==> src/rtl/apb_master.sv <==
// APB3 requester: turns a valid/ready request into one APB transfer and holds the result in a one-deep response register.
// Optional ACCESS-phase timeout abort is built when APB_MASTER_TIMEOUT_EN is defined.
module apb_master #(
   parameter int DATA_WIDTH     = 32,
   parameter int ADDR_WIDTH     = 32,
   parameter int TIMEOUT_CYCLES = 16
) (
   input  logic                  clk,
   input  logic                  rst,
   input  logic                  req_valid,
   output logic                  req_ready,
   input  logic [ADDR_WIDTH-1:0] req_addr,
   input  logic                  req_write,
   input  logic [DATA_WIDTH-1:0] req_wdata,
   output logic                  rsp_valid,
   input  logic                  rsp_ready,
   output logic [DATA_WIDTH-1:0] rsp_rdata,
   output logic                  rsp_err,
   output logic                  PSEL,
   output logic                  PENABLE,
   output logic [ADDR_WIDTH-1:0] PADDR,
   output logic                  PWRITE,
   output logic [DATA_WIDTH-1:0] PWDATA,
   input  logic [DATA_WIDTH-1:0] PRDATA,
   input  logic                  PREADY,
   input  logic                  PSLVERR
);

   typedef enum logic [1:0] {IDLE, SETUP, ACCESS, RESP} state_t;

   state_t                state_reg, state_next;
   logic                  psel_reg, psel_next;
   logic                  penable_reg, penable_next;
   logic [ADDR_WIDTH-1:0] paddr_reg, paddr_next;
   logic                  pwrite_reg, pwrite_next;
   logic [DATA_WIDTH-1:0] pwdata_reg, pwdata_next;
   logic                  rsp_valid_reg, rsp_valid_next;
   logic [DATA_WIDTH-1:0] rsp_rdata_reg, rsp_rdata_next;
   logic                  rsp_err_reg, rsp_err_next;
   logic                  accept;
   logic                  timeout_hit;

   assign req_ready = (state_reg == IDLE) && !rst;
   assign accept    = req_valid && req_ready;

`ifdef APB_MASTER_TIMEOUT_EN
   localparam int TO_W = $clog2(TIMEOUT_CYCLES + 1);
   logic [TO_W-1:0] cnt_reg, cnt_next;

   // Counter holds the number of wait edges already seen; the edge that would
   // bring it to TIMEOUT_CYCLES ends the final allowed ACCESS cycle.
   assign timeout_hit = (state_reg == ACCESS) && !PREADY &&
                        (cnt_reg == TO_W'(TIMEOUT_CYCLES - 1));

   always_comb begin
      cnt_next = cnt_reg;
      if (state_reg == SETUP) begin
         cnt_next = '0;
      end else if (state_reg == ACCESS && !PREADY && !timeout_hit) begin
         cnt_next = cnt_reg + 1'b1;
      end
   end

   always_ff @(posedge clk) begin
      if (rst) begin
         cnt_reg <= '0;
      end else begin
         cnt_reg <= cnt_next;
      end
   end
`else
   assign timeout_hit = 1'b0;
`endif

   // State and registered outputs
   always_ff @(posedge clk) begin
      if (rst) begin
         state_reg     <= IDLE;
         psel_reg      <= 1'b0;
         penable_reg   <= 1'b0;
         paddr_reg     <= '0;
         pwrite_reg    <= 1'b0;
         pwdata_reg    <= '0;
         rsp_valid_reg <= 1'b0;
         rsp_rdata_reg <= '0;
         rsp_err_reg   <= 1'b0;
      end else begin
         state_reg     <= state_next;
         psel_reg      <= psel_next;
         penable_reg   <= penable_next;
         paddr_reg     <= paddr_next;
         pwrite_reg    <= pwrite_next;
         pwdata_reg    <= pwdata_next;
         rsp_valid_reg <= rsp_valid_next;
         rsp_rdata_reg <= rsp_rdata_next;
         rsp_err_reg   <= rsp_err_next;
      end
   end

   // Next-state logic
   always_comb begin
      state_next = state_reg;
      case (state_reg)
         IDLE:    if (accept) state_next = SETUP;
         SETUP:   state_next = ACCESS;
         ACCESS:  if (PREADY || timeout_hit) state_next = RESP;
         RESP:    if (rsp_ready) state_next = IDLE;
         default: state_next = IDLE;
      endcase
   end

   // Output logic: next values of the registered outputs
   always_comb begin
      psel_next      = psel_reg;
      penable_next   = penable_reg;
      paddr_next     = paddr_reg;
      pwrite_next    = pwrite_reg;
      pwdata_next    = pwdata_reg;
      rsp_valid_next = rsp_valid_reg;
      rsp_rdata_next = rsp_rdata_reg;
      rsp_err_next   = rsp_err_reg;
      case (state_reg)
         IDLE: begin
            if (accept) begin
               paddr_next   = req_addr;
               pwrite_next  = req_write;
               pwdata_next  = req_wdata;
               psel_next    = 1'b1;
               penable_next = 1'b0;
            end
         end
         SETUP: begin
            penable_next = 1'b1;
         end
         ACCESS: begin
            // Normal completion wins over a timeout landing on the same edge.
            if (PREADY) begin
               rsp_rdata_next = pwrite_reg ? '0 : PRDATA;
               rsp_err_next   = PSLVERR;
               rsp_valid_next = 1'b1;
               psel_next      = 1'b0;
               penable_next   = 1'b0;
            end else if (timeout_hit) begin
               rsp_rdata_next = '0;
               rsp_err_next   = 1'b1;
               rsp_valid_next = 1'b1;
               psel_next      = 1'b0;
               penable_next   = 1'b0;
            end
         end
         RESP: begin
            if (rsp_ready) rsp_valid_next = 1'b0;
         end
         default: begin
            psel_next    = 1'b0;
            penable_next = 1'b0;
         end
      endcase
   end

   assign PSEL      = psel_reg;
   assign PENABLE   = penable_reg;
   assign PADDR     = paddr_reg;
   assign PWRITE    = pwrite_reg;
   assign PWDATA    = pwdata_reg;
   assign rsp_valid = rsp_valid_reg;
   assign rsp_rdata = rsp_rdata_reg;
   assign rsp_err   = rsp_err_reg;

endmodule

==> config.mk <==
export PLATFORM = sky130hd
export DESIGN_NAME = apb_master
export DESIGN_NICKNAME = d
export VERILOG_FILES = /design/src/rtl/apb_master.sv
export SDC_FILE = /design/constraint.sdc
export NUM_CORES = 1
export LEC_CHECK = 0
export BUFFER_PORTS_ARGS = -buffer_cell sky130_fd_sc_hd__buf_2
export CELL_PAD_IN_SITES_DETAIL_PLACEMENT = 1
export CELL_PAD_IN_SITES_GLOBAL_PLACEMENT = 1
export CORE_MARGIN = 2
export CORE_UTILIZATION = 25
export DETAILED_ROUTE_END_ITERATION = 10
export PLACE_DENSITY = 0.68
export SYNTH_ARGS = -nofsm -noshare
export SYNTH_HDL_FRONTEND = slang
export SYNTH_SLANG_ARGS = --single-unit
==> constraint.sdc <==
create_clock -name clk -period 1.5 [get_ports clk]
set_input_delay 0.075 -clock clk [delete_from_list [all_inputs] [get_ports clk]]
set_output_delay 0.075 -clock clk [all_outputs]
set_load 0.03 [all_outputs]
-- Word-level counts from Yosys, hierarchy flattened
Index checks and enable logic that the tools add are counted.
W data, S select, Z words.
- equality and inequality tests: 6
- multiplexer cells: 13
- reduce and logical (&&, ||, !) cells: 13
- operator list (operator ; count):
    $mux W32 ; 1
    $reduce_and A3 Y1 ; 4
    $pmux W2 S4 ; 1
    $mux W2 ; 3
    $ne A2 B2 Y1 const B ; 3
    $mux W1 ; 5
    $eq A2 B2 Y1 const B ; 2
    $pmux W1 S2 ; 2
    $reduce_and A2 Y1 ; 2
    $reduce_bool A2 Y1 ; 2
    $pmux W1 S3 ; 1
    $reduce_bool A3 Y1 ; 1
    $eq A2 B1 Y1 const B ; 1
    $logic_and A1 B1 Y1 ; 2
    $logic_not A2 Y1 ; 1
    $logic_not A1 Y1 ; 1
- input bits: 103
- output and inout bits: 102
- logic and storage cells: 41
- register bits: 103

-- Logic depth before layout (Yosys ltp)
- word-level depth: 5
- depth in mapped cells: 7
- mapped depth without buffers: 5

-- Worst setup path before layout
Ideal clock, no wire load.
- path type: register to register
- start point: reg state_reg[0]
- end point: reg paddr_reg[10], in the netlist PADDR[10]
- buffers on the path: 2
- path slack: 127 ps
- clock period less this slack: 1373 ps
- data required time: 1372 ps
- stages on the path, launching flop included: 8
- arrival time: 1245 ps
- setup time: 128 ps
- cell sequence: dfxtp_1 > inv_1 > ha_1 > and3b_4 > buf_6 > buf_6 > nand2_1 > o21ai_0
- cells in the longest elaborated chain, start to end: 4
- RTL lines (what ; RTL line ; source):
    start, declared ; 31 ; state_t state_reg, state_next;
    start signal, assigned ; 88 ; state_reg <= state_next;
    $logic_not A2 Y1 * ; 43, 122 ;
    $logic_and A1 B1 Y1 ; 43 ; assign req_ready = (state_reg == IDLE) && !rst;
    $logic_and A1 B1 Y1 ; 44 ; assign accept = req_valid && req_ready;
    $reduce_and A2 Y1 (no source line) * ; n/a ;
    end signal, assigned ; 91 ; paddr_reg <= paddr_next;
    end, declared ; 34 ; logic [ADDR_WIDTH-1:0] paddr_reg, paddr_next;
Every way passes the cells marked *; elsewhere a longest branch is shown, timed or not.
A chain may end at the register's enable or synchronous reset.

-- Final worst setup path
- start point: reg state_reg[1]
- end point: reg paddr_reg[20], in the netlist PADDR[20]
The elaborated chain is that of the path after synthesis.

==> impl_metrics.json <==
{
  "die_w_microns": 129,
  "clk_latency_ps": 350,
  "status": "finished clean",
  "gr-total-overflow": 0,
  "yosys_register_bits": 103,
  "hold_depth": 3,
  "hpwl_microns": 8670,
  "syn_area_sq_um": 3900,
  "io_buffer_count": 204,
  "relSlewSlack_pct": 74.4,
  "num-fill-cells": 1812,
  "wl_met3_microns": 1320,
  "fp.coreArea_sq_um": 15200,
  "powerDensity_nw_per_um2": 1500,
  "antenna_found_initial": 0,
  "cts_tree": "done",
  "endpoint_kind": "flop",
  "wire_per_inst_microns": 15.8,
  "initial_core_util_pct": 25.6,
  "crit_path_cell_trace": "inv_1 -> ha_2 -> and3b_4 -> buf_12 -> buf_6 -> o21ai_0",
  "arrival_ps": 1650,
  "ir_worst_vdd_mv": 0.661,
  "cap_violations": 0,
  "area.growth.synth_to_final_pct": 64.6,
  "fp.dieH_microns": 129,
  "startpoint_type": "flop",
  "max_clock_freq_mhz": 705,
  "hold_class": "in -> reg",
  "mostFrequentLayoutCell": "buf_2",
  "r2r_cells": 6,
  "critPathSlowestCell": "dfxtp_2",
  "rsz0062_at_grt": "no",
  "ant_nets": 0,
  "worst-setup-path-type": "reg -> reg",
  "grt_pass1_vias": 4381,
  "clk_pin_slew_ps": 70,
  "cts_max_path_buffers": 2,
  "yosys.cell_types.count": 24,
  "wirelength_microns": 14800,
  "layout-drive-gt1-share_pct": 32.3,
  "postSynthAreaPerCell_sq_um": 8.40,
  "drtIter0Drc": 111,
  "layout.nets": 856,
  "ioPinCount": 205,
  "fin_crit_sh_pct": 94.6,
  "top_layer_used": "met4",
  "cts-root-buf": "clkbuf_16",
  "via_per_inst": 4.56,
  "total_power_w": 0.00961,
  "path_delay_family": "buffers and inverters",
  "worstPathRequired_ps": 1730,
  "routabilityCongestion": 0.744,
  "maxSlewViolCount": 0,
  "tightest_slew_ps": 384,
  "htreeDepth": 3,
  "drt_first_pass_iters": 4,
  "synth_seq_area_share_pct": 52.9,
  "layout_common_cells": "buf_2 (204), nand2_1 (170), dfxtp_1 (102)",
  "timing.final.crit_period_ps": 1420,
  "leakagePower_nw": 2.87,
  "syn-num-nets": 572,
  "cts.sinks": 103,
  "critical-path-max-stage-delay_ps": 340,
  "yosys_warnings": 0,
  "dp_cells": 831,
  "fp.dieArea_sq_um": 16600,
  "hold_viol": 0,
  "grt_max_degree": 71,
  "whs_ps": 18.8,
  "fin_cells": 941,
  "cp.depth": 6,
  "worstPathBufferInverterCount": 3,
  "finish.utilization_pct": 42.2,
  "rows": 45,
  "cts_buffers": 9,
  "crit_fanout": 17,
  "tns_ps": 0,
  "grt_pass1_wl_microns": 21500,
  "fin_skew_ps": 7.41,
  "grt.total_usage_pct": 16.4,
  "netlist_instances": 464,
  "setup_viol": 0,
  "vias": 4295,
  "drc": 0,
  "wl_met1_microns": 6000,
  "dr_wl_met2_microns": 7360
}
-- worst paths after layout --
| path | from | end | slack [ps] |
|---|---|---|---|
| setup / recovery | state_reg[1]$_SDFFE_PP0P_ | PADDR[20]$_SDFFE_PP0P_ | 80 |
| hold / removal | PRDATA[8] | rsp_rdata[8]$_SDFFE_PP0P_ | 20 |
| setup reg to reg | state_reg[1]$_SDFFE_PP0P_ | PADDR[20]$_SDFFE_PP0P_ | 80 |
| hold reg to reg | PADDR[6]$_SDFFE_PP0P_ | PADDR[6]$_SDFFE_PP0P_ | 450 |
-- power breakdown --
group / switching, W / internal [W]
clock: 0.00107 / 0.00167
sequential: 0.000267 / 0.00323
combinational: 0.00212 / 0.00125
-- layer usage --
metal / vias to the layer above / global-route usage (%)
met5: - / 0
met4: 0 / 5.18
met3: 13 / 6.61
met2: 164 / 30.1
met1: 2035 / 17.2
li1: 2083 / -
-- cell type report --
type / instances / area [sq um] / share of cell area [%]
inverter: 4 / 17.5 / 0.273
sequential: 103 / 2060 / 32.2
clock buffer: 10 / 239 / 3.73
timing repair buffer: 308 / 2190 / 34.1
antenna: 1 / 2.50 / 0.0390
multi-input combinational: 322 / 1560 / 24.4
clock inverter: 5 / 106 / 1.66
tap: 188 / 235 / 3.67
-- cells by family (layout without fill, tap and decap cells) --
group | Yosys count | count (layout) | share of synthesized area (%)
and+or+nand+nor | 210 | 210 | 24.1
AOI/OAI and AO/OA | 106 | 106 | 14.1
DFF | 103 | 103 | 52.9
buffers and inverters | 39 | 327 | 7.07
adders and majority gates | 5 | 5 | 1.61
muxes | 1 | 1 | 0.257
other | 0 | 1 | 0
-- stage by stage --
stage                     setup slack, ps  area, sq um
after floorplan                       127         3900
after global placement                154         5030
after global routing                 8.48         6410
final                                81.0         6410
after detailed placement             52.1         5030
after CTS                            43.2         6240
-- repair_timing --
item / in CTS / in global routing
gates resized for setup: 0 / 4
hold buffers: 86 / 0
endpoints found under the hold margin: 87 / 0
setup endpoints to repair: 0 / 47
buffers inserted: 0 / 3
-- synth_stat cells (all sizes together) --
cell type	count	area, sq um
nand2	170	638
dfxtp	103	2060
o21ai	66	330
a21oi	35	175
nand3b	32	240
buf	24	216
clkbuf	11	41.3
ha	5	62.6
inv	4	17.5
nor2b	4	25.0
and2	1	6.26
and3b	1	12.5
mux2i	1	10.0
nor3	1	10.0
o211a	1	10.0
o211ai	1	7.51
o21bai	1	7.51
o311ai	1	8.76
o41ai	1	8.76
or3	1	6.26
-- tightest hold or removal path: cells and delay by family --
family | cells | cell delay, ps
buffers and inverters | 1 | 110
AND/OR/NAND/NOR | 1 | 70
AO/OA/AOI/OAI | 1 | 60
No activity file was read; power rests on OpenSTA's default activity.
